$ cat config.mk
export PLATFORM = sky130hd
export DESIGN_NAME = node_info_engine
export DESIGN_NICKNAME = d
export VERILOG_FILES = /design/src/rtl/node_info_engine.sv
export SDC_FILE = /design/constraint.sdc
export NUM_CORES = 1
export LEC_CHECK = 0
export ABC_AREA = 1
export CAP_MARGIN = 10
export CORE_MARGIN = 8
export CORE_UTILIZATION = 30
export CTS_CLUSTER_SIZE = 20
export DETAILED_ROUTE_END_ITERATION = 10
export GPL_TIMING_DRIVEN = 0
export HOLD_SLACK_MARGIN = 0.06
export PLACE_DENSITY = 0.63
export SYNTH_ARGS = -nofsm -noshare
export SYNTH_HDL_FRONTEND = slang
export SYNTH_SLANG_ARGS = --single-unit
$ cat constraint.sdc
create_clock -name clk -period 4.6 [get_ports clk]
set_input_delay 0.69 -clock clk [delete_from_list [all_inputs] [get_ports clk]]
set_output_delay 0.69 -clock clk [all_outputs]
set_load 0.01 [all_outputs]
$ cat src/rtl/node_info_engine.sv
// Per-node state block: decodes one packet per en_MNI strobe and keeps hop count, Q-value, CH role, timeslot, round state.
// Latency: commit 2 edges after the accepting edge. Packets strobed while busy are dropped silently (no queue).
module node_info_engine #(
    parameter int                  WORD_WIDTH  = 16,
    parameter int                  FRAC_BITS   = 14,
    parameter logic [WORD_WIDTH-1:0] NODE_ID     = 16'h000C,
    parameter logic [WORD_WIDTH-1:0] HOP_PENALTY = 16'h0400,
    parameter int                  TS_WIDTH    = 8,
    parameter int                  RC_WIDTH    = 8
) (
    input  logic                  clk,
    input  logic                  nrst,
    input  logic                  en_MNI,
    input  logic [2:0]            fPktType,
    input  logic [WORD_WIDTH-1:0] energy,
    input  logic [WORD_WIDTH-1:0] destinationID,
    input  logic [WORD_WIDTH-1:0] hops,
    input  logic [WORD_WIDTH-1:0] timeslot,
    input  logic [WORD_WIDTH-1:0] e_threshold,
    output logic [WORD_WIDTH-1:0] myNodeID,
    output logic [WORD_WIDTH-1:0] hopsFromSink,
    output logic [WORD_WIDTH-1:0] myQValue,
    output logic                  role,
    output logic                  low_E,
    output logic                  hb_lock,
    output logic [TS_WIDTH-1:0]   myTimeslot,
    output logic                  ts_valid,
    output logic [RC_WIDTH-1:0]   round_cnt,
    output logic                  busy,
    output logic                  done,
    output logic                  pkt_dropped
);

    localparam logic [2:0] PKT_HB   = 3'b000;
    localparam logic [2:0] PKT_CHE  = 3'b001;
    localparam logic [2:0] PKT_CHTS = 3'b100;
    localparam logic [2:0] PKT_DATA = 3'b101;

    localparam int PW = 2 * WORD_WIDTH;

    // The fixed-point words need at least one integer bit.
    if (FRAC_BITS >= WORD_WIDTH) begin : g_bad_frac
        $error("FRAC_BITS must be smaller than WORD_WIDTH");
    end

    typedef enum logic [1:0] {
        ST_IDLE   = 2'd0,
        ST_EXEC   = 2'd1,
        ST_COMMIT = 2'd2
    } state_t;

    state_t state, state_nxt;

    logic [2:0]            type_q;
    logic [WORD_WIDTH-1:0] energy_q;
    logic [WORD_WIDTH-1:0] dest_q;
    logic [WORD_WIDTH-1:0] hops_q;
    logic [TS_WIDTH-1:0]   ts_q;
    logic [WORD_WIDTH-1:0] thr_q;
    logic [WORD_WIDTH-1:0] h_q;
    logic [PW-1:0]         prod_q;

    logic                  accept;
    logic [WORD_WIDTH-1:0] h_nxt;
    logic [PW-1:0]         prod_nxt;
    logic [WORD_WIDTH-1:0] q_val;
    logic                  dest_match;

    if (TS_WIDTH < WORD_WIDTH) begin : g_ts_unused
        logic unused_ts_hi;
        assign unused_ts_hi = ^timeslot[WORD_WIDTH-1:TS_WIDTH];
    end

    assign myNodeID = NODE_ID;
    assign busy     = (state != ST_IDLE);
    assign accept   = (state == ST_IDLE) && en_MNI;

    always_ff @(posedge clk or posedge nrst) begin
        if (nrst) state <= ST_IDLE;
        else      state <= state_nxt;
    end

    always_comb begin
        state_nxt = state;
        case (state)
            ST_IDLE:   if (en_MNI) state_nxt = ST_EXEC;
            ST_EXEC:   state_nxt = ST_COMMIT;
            ST_COMMIT: state_nxt = ST_IDLE;
            default:   state_nxt = ST_IDLE;
        endcase
    end

    always_ff @(posedge clk or posedge nrst) begin
        if (nrst) begin
            type_q   <= '0;
            energy_q <= '0;
            dest_q   <= '0;
            hops_q   <= '0;
            ts_q     <= '0;
            thr_q    <= '0;
        end else if (accept) begin
            type_q   <= fPktType;
            energy_q <= energy;
            dest_q   <= destinationID;
            hops_q   <= hops;
            ts_q     <= timeslot[TS_WIDTH-1:0];
            thr_q    <= e_threshold;
        end
    end

    // h is an integer hop count, so h*HOP_PENALTY already sits on energy's fixed-point scale.
    assign h_nxt    = (&hops_q) ? hops_q : hops_q + 1'b1;
    assign prod_nxt = {{WORD_WIDTH{1'b0}}, h_nxt} * {{WORD_WIDTH{1'b0}}, HOP_PENALTY};

    always_ff @(posedge clk or posedge nrst) begin
        if (nrst) begin
            h_q    <= '0;
            prod_q <= '0;
        end else if (state == ST_EXEC) begin
            h_q    <= h_nxt;
            prod_q <= prod_nxt;
        end
    end

    assign q_val      = (prod_q >= {{WORD_WIDTH{1'b0}}, energy_q}) ? '0
                                                                    : energy_q - prod_q[WORD_WIDTH-1:0];
    assign dest_match = (dest_q == NODE_ID);

    always_ff @(posedge clk or posedge nrst) begin
        if (nrst) begin
            hopsFromSink <= '1;
            myQValue     <= '0;
            role         <= 1'b0;
            low_E        <= 1'b0;
            hb_lock      <= 1'b0;
            myTimeslot   <= '0;
            ts_valid     <= 1'b0;
            round_cnt    <= '0;
            done         <= 1'b0;
            pkt_dropped  <= 1'b0;
        end else begin
            done        <= 1'b0;
            pkt_dropped <= 1'b0;
            if (state == ST_COMMIT) begin
                done <= 1'b1;
                case (type_q)
                    PKT_HB: begin
                        if (hb_lock) begin
                            pkt_dropped <= 1'b1;
                        end else begin
                            hopsFromSink <= h_q;
                            myQValue     <= q_val;
                            low_E        <= (energy_q < thr_q);
                            hb_lock      <= 1'b1;
                            role         <= 1'b0;
                            ts_valid     <= 1'b0;
                            round_cnt    <= round_cnt + 1'b1;
                        end
                    end
                    PKT_CHE: begin
                        if (dest_match && hb_lock) role <= 1'b1;
                    end
                    PKT_CHTS: begin
                        if (!role && dest_match) begin
                            myTimeslot <= ts_q;
                            ts_valid   <= 1'b1;
                        end
                    end
                    PKT_DATA: hb_lock <= 1'b0;
                    default: ;
                endcase
            end
        end
    end

endmodule

# After elaboration in Yosys (flattened, before gate mapping)
# Cells that the tools add are included.
# op_classes
magnitude_cmp	2
reduce_logical	16
mux	14
addsub	3
eq_ne	10
bitwise_logic	1
# ops
cell	n
$mux W16	2
$ge A26 B16 Y1	1
$add A16 B1 Y16 const B	1
$eq A16 B4 Y1 const B	1
$lt A16 B16 Y1	1
$reduce_and A16 Y1	1
$sub A16 B16 Y16	1
$add A8 B1 Y8 const B	1
$ne A2 B2 Y1 const B	4
$reduce_and A4 Y1	2
$reduce_bool A2 Y1	4
$mux W1	7
$eq A3 B3 Y1 const B	2
$pmux W1 S2	3
$reduce_and A3 Y1	2
$pmux W2 S2	1
$eq A3 B1 Y1 const B	1
$logic_and A1 B1 Y1	3
$logic_not A3 Y1	1
$eq A2 B1 Y1 const B	1
$eq A2 B2 Y1 const B	1
$logic_not A2 Y1	1
$mux W2	1
$reduce_and A2 Y1	1
2 further kinds	2
# totals
ff_bits	147
input_bits	86

# Logic depth before layout (Yosys ltp)
# depth
ltp_word	4
ltp_mapped	11
mapped_depth_nobuf	11

# Least setup slack after synthesis
# No wires, ideal clock.
# synth_timing
path_kind	flip-flop to flip-flop
start	register energy_q[13]
end	register myQValue[3]
stages_incl_launch_ff	11
required_ns	4.535
setup_time_ns	0.065
setup_slack_ns	3.043
path_buffers	2
t_arrival_ns	1.492
synth_period_minus_slack_ns	1.557
cell_sequence	dfrtp_1 inv_1 ha_1 buf_2 a21o_1 nor2_1 nand2_1 nand2_2 buf_6 nand3_1 nand2_1
# synth_between
elab_chain_len	2
# synth_rtl
item	line_no	text
start: declaration	55	logic [WORD_WIDTH-1:0] energy_q;
start signal: assignment	103	energy_q <= energy;
$ge A26 B16 Y1	125	assign q_val = (prod_q >= {{WORD_WIDTH{1'b0}}, energy_q}) ? '0
$mux W16	125	
end signal: assignment	152	myQValue <= q_val;
end: declaration	22	output logic [WORD_WIDTH-1:0] myQValue,
# Every way passes these cells.
# A chain may end at the register's enable or synchronous reset.

# Worst setup path in the final report
# layout_timing
start	register state[1]
end	output busy
# layout_between
elab_chain_len	1
# layout_rtl
item	line_no	text
start: declaration	52	state_t state, state_nxt;
start signal: assignment	80	else state <= state_nxt;
$reduce_bool A2 Y1	75	assign busy = (state != ST_IDLE);
end: declaration	29	output logic busy,
# Every way passes these cells.

==> out/results.md <==
| Metric | Value |
| --- | --- |
| Distinct cells, synth | 35 |
| Number of I/O pins | 157 |
| Maximum clock frequency | 449.6 MHz |
| Antenna viol nets, final | 0 |
| Part of the Yosys area used for sequential elements | 51.11% |
| Number of buffers between clock root and the deepest sink | 2 |
| Clock latency of the later-clocked register in the worst-skew pair | 420 ps |
| Unrepaired setup endpoints after global routing | false |
| Clock net sink count | 147 |
| Max-cap violation count | 0 |
| GP Congestion | 0.8260 |
| Slew Limit Fails | 0 |
| Nature of the critical path startpoint | flop |
| Relative max-transition margin | 47.08% |
| Dominant delay contributor by cell family on the critical path | buffers and inverters |
| Buffering stage count on the worst path with inverters included | 2 |
| Post-Route Utilization | 40.44% |
| Mapped cell area | 7237 sq um |
| Pwr dens | 481.4 nW/um^2 |
| Synthesized netlist cell count | 861 |
| Cts repair resizes | 0 |
| Area growth from synthesis to layout | 34.32% |
| Vertical die dimension | 171.3 microns |
| Count of yosys warnings during synthesis | 0 |
| GRT Resource Usage Total | 14.05% |
| Via count of the first global-routing pass | 6,123 |
| Max FO, Critical Path | 3 |
| Clock buffer count from CTS | 17 |
| Area of the core region | 24,030 sq um |
| Required time at the worst-slack endpoint | 3910 ps |
| Worst clock skew | 12.80 ps |
| Critical path arrival | 1530 ps |
| Clock slew at the register clock pins of the worst setup and hold paths | 60 ps |
| First-pass detailed-route iteration total | 5 |
| DPL Wire Length | 15,500 microns |
| Number of antenna violations at the first check in global routing | 0 |
| Synthesized area divided by synthesized cell count | 8.405 sq um |
| Critical-path top delay cell | sky130_fd_sc_hd__clkdlybuf4s50_1 |
| TritonCTS clock tree | done |
| Path type of the worst setup path | flop to output pin |
| Die footprint | 29,350 sq um |
| Filler Cell Count | 2,456 |
| Number of port buffers | 132 |
| Detailed Route WL | 19,780 microns |
| Total congestion overflow after global routing | 0 |
| Layout cells sized above 1 | 11.80% |
| Minimum clock period | 2224 ps |
| Vias post-DR | 5,838 |
| Critical Path End Type | output pin |
| Drt via density | 4.274 |
| Global-route wire length before repair | 32,160 microns |
| Register bit count reported by yosys | 147 |
| Maximum level of the CTS H-tree | 4 |
| List of cells traversed by the critical path | nor2_1, inv_1, clkdlybuf4s50_1 |
| Highest cell delay on the worst timing path | 480 ps |
| # setup viols final | 0 |
| Final antenna diode count | 0 |
| Number of post-CTS setup repair buffers | 0 |
| EDFF count, synth | 0 |
| Class of the tightest hold or removal check | flop to flop |
| Predominant post-synthesis flop cell | sky130_fd_sc_hd__dfrtp_1 |
| Width of the die | 171.3 microns |
| Starting Density | 30.11% |
| Drt initial violations | 317 |
| Post-route DRC | 0 |
| Buffer cell driving the clock tree root | sky130_fd_sc_hd__clkbuf_16 |
| VDD IR max | 0.2466 mV |
| Number of failing hold endpoints at the final stage | 0 |
| Area of combinational cells with multiple inputs | 2895 sq um |
| Result of the run | finished clean |
| Total Negative Setup Slacks | 0 ps |
| Post-CTS Hold Buffers | 0 |
| Actual slew at the worst max-slew pin | 792.1 ps |
| Row Count | 57 |
| Standby leakage power | 4.702 nW |
| Proportion of synthesized flip-flops having asynchronous set or reset | 100.0% |
| Post-layout total power | 4.680 mW |
| Pin count of the biggest net entering global routing | 41 |
| Number of nets in the layout | 1,144 |
| Tcrit/Tclk final | 48.35% |
| Avg WL per Cell | 14.48 microns |
| Sequential cell area | 3699 sq um |
-- cell usage in the layout, fill, tap and decap left out, types with 3 or more instances in the layout --
cell type                           n
sky130_fd_sc_hd__nor2_2             7
sky130_fd_sc_hd__nand3_2            4
sky130_fd_sc_hd__bufinv_16          4
sky130_fd_sc_hd__dfrtp_1          131
sky130_fd_sc_hd__buf_12             3
sky130_fd_sc_hd__nor2_1            41
sky130_fd_sc_hd__nand3_1           48
sky130_fd_sc_hd__buf_4             23
sky130_fd_sc_hd__inv_2              8
sky130_fd_sc_hd__clkbuf_16         17
sky130_fd_sc_hd__dfstp_2           16
sky130_fd_sc_hd__nor2_4             5
sky130_fd_sc_hd__nand2_1          289
sky130_fd_sc_hd__nor3_1             3
sky130_fd_sc_hd__buf_6              4
sky130_fd_sc_hd__o21ai_1           15
sky130_fd_sc_hd__conb_1            16
sky130_fd_sc_hd__clkdlybuf4s50_1  132
sky130_fd_sc_hd__xor2_1            13
sky130_fd_sc_hd__ha_1              28
sky130_fd_sc_hd__buf_2              9
sky130_fd_sc_hd__clkinvlp_4         4
sky130_fd_sc_hd__o21ai_0           66
sky130_fd_sc_hd__nor3_2             3
sky130_fd_sc_hd__nand2_2            4
sky130_fd_sc_hd__inv_6              6
sky130_fd_sc_hd__a21oi_1           12
sky130_fd_sc_hd__clkbuf_1           6
sky130_fd_sc_hd__nand4_1           15
sky130_fd_sc_hd__inv_1             93
-- worst reg2reg max path: cells and delay by family (launching register included) --
kind / cells / cell delay (ps)
and+or+nand+nor: 5 / 450
DFF: 1 / 400
buffers and inverters: 3 / 410
adders and majority gates: 1 / 280
AOI/OAI and AO/OA: 1 / 190
-- cells by family after synthesis --
kind of cell    Yosys count  share of synthesized area [%]
simple gates            423                          25.22
flops                   147                          51.11
buf+inv                 146                          9.613
compound gates           99                          7.019
fa+ha+maj                29                          5.118
xor+xnor                 15                          1.815
other cells               2                         0.1038
-- synth_stat cells (3+ instances only) --
cell type	number	share of area, %
sky130_fd_sc_hd__nand2_2	4	0.35
sky130_fd_sc_hd__buf_4	23	2.4
sky130_fd_sc_hd__inv_1	94	4.9
sky130_fd_sc_hd__nand3_1	48	3.3
sky130_fd_sc_hd__nand4_1	15	1.3
sky130_fd_sc_hd__buf_6	4	0.62
sky130_fd_sc_hd__o21ai_0	66	4.6
sky130_fd_sc_hd__clkbuf_1	6	0.31
sky130_fd_sc_hd__a21oi_1	12	0.83
sky130_fd_sc_hd__nand3_2	4	0.55
sky130_fd_sc_hd__nor2_4	5	0.78
sky130_fd_sc_hd__o21ai_1	15	1.0
sky130_fd_sc_hd__ha_1	28	4.8
sky130_fd_sc_hd__dfstp_2	16	5.8
sky130_fd_sc_hd__nor2_1	41	2.1
sky130_fd_sc_hd__nand2_1	289	15
sky130_fd_sc_hd__nor2_2	7	0.61
sky130_fd_sc_hd__nor3_1	3	0.21
sky130_fd_sc_hd__inv_2	8	0.41
sky130_fd_sc_hd__nor3_2	3	0.41
sky130_fd_sc_hd__buf_2	9	0.62
sky130_fd_sc_hd__dfrtp_1	131	45
sky130_fd_sc_hd__xor2_1	13	1.6
-- state kept, by name, indices dropped and copies added (netlist names), 8 cells and up --
| name | count |
|---|---|
| thr_q | 16 |
| h_q | 16 |
| hops_q | 16 |
| dest_q | 16 |
| hopsFromSink | 16 |
| myQValue | 16 |
| round_cnt | 8 |
| ts_q | 8 |
| myTimeslot | 8 |
| energy_q | 16 |
-- worst paths after layout --
check | from | endpoint | slack, ps | cells after the start
max in group asynchronous | nrst | hopsFromSink[0] | 2610 | 5
min reg2reg | hopsFromSink[0] | hopsFromSink[0] | 460 | 2
max reg2reg | energy_q[13] | myQValue[9] | 2830 | 10
min | hopsFromSink[0] | hopsFromSink[0] | 460 | 2
min in group asynchronous | nrst | myTimeslot[5] | 750 | 2
max | state[1] | busy | 2380 | 3
-- stage by stage --
step | setup WS, ps | area, sq um | instances | hold WS, ps
detailed placement | 2060 | 9080 | 1334 | 456.8
global route | 2256 | 9721 | 1366 | 485.1
global placement | 695.0 | 9020 | 1331 | 454.8
floorplan | 2076 | 7293 | 875 | 448.9
CTS | 2312 | 9721 | 1366 | 468.6
finish | 2376 | 9721 | 1366 | 462.9
-- power by group --
part	total, mW	switching, mW	internal, mW	leakage, nW
Clock	1.52	0.596	0.923	0.304
Sequential	1.84	0.208	1.63	1.84
Combinational	1.32	0.751	0.574	2.56
Total	4.68	1.55	3.13	4.70
-- per-layer routing --
metal / vias to the layer above / track usage (%) / routed length (microns)
li1: 3017 / - / -
met1: 2687 / 17.51 / 9060
met2: 120 / 23.81 / 9568
met3: 14 / 3.902 / 963
met4: 0 / 3.289 / 182
met5: - / 0 / 0
-- cell type report --
type / instances / share of cell area (%)
Inverter: 102 / 3.977
Clock inverter: 15 / 2.214
Timing Repair Buffer: 135 / 14.21
Tap cell: 324 / 4.170
Multi-Input combinational cell: 582 / 29.79
Clock buffer: 17 / 4.376
Buffer: 44 / 3.218
Sequential cell: 147 / 38.05
Note: power is estimated with default switching activity, not from simulation.
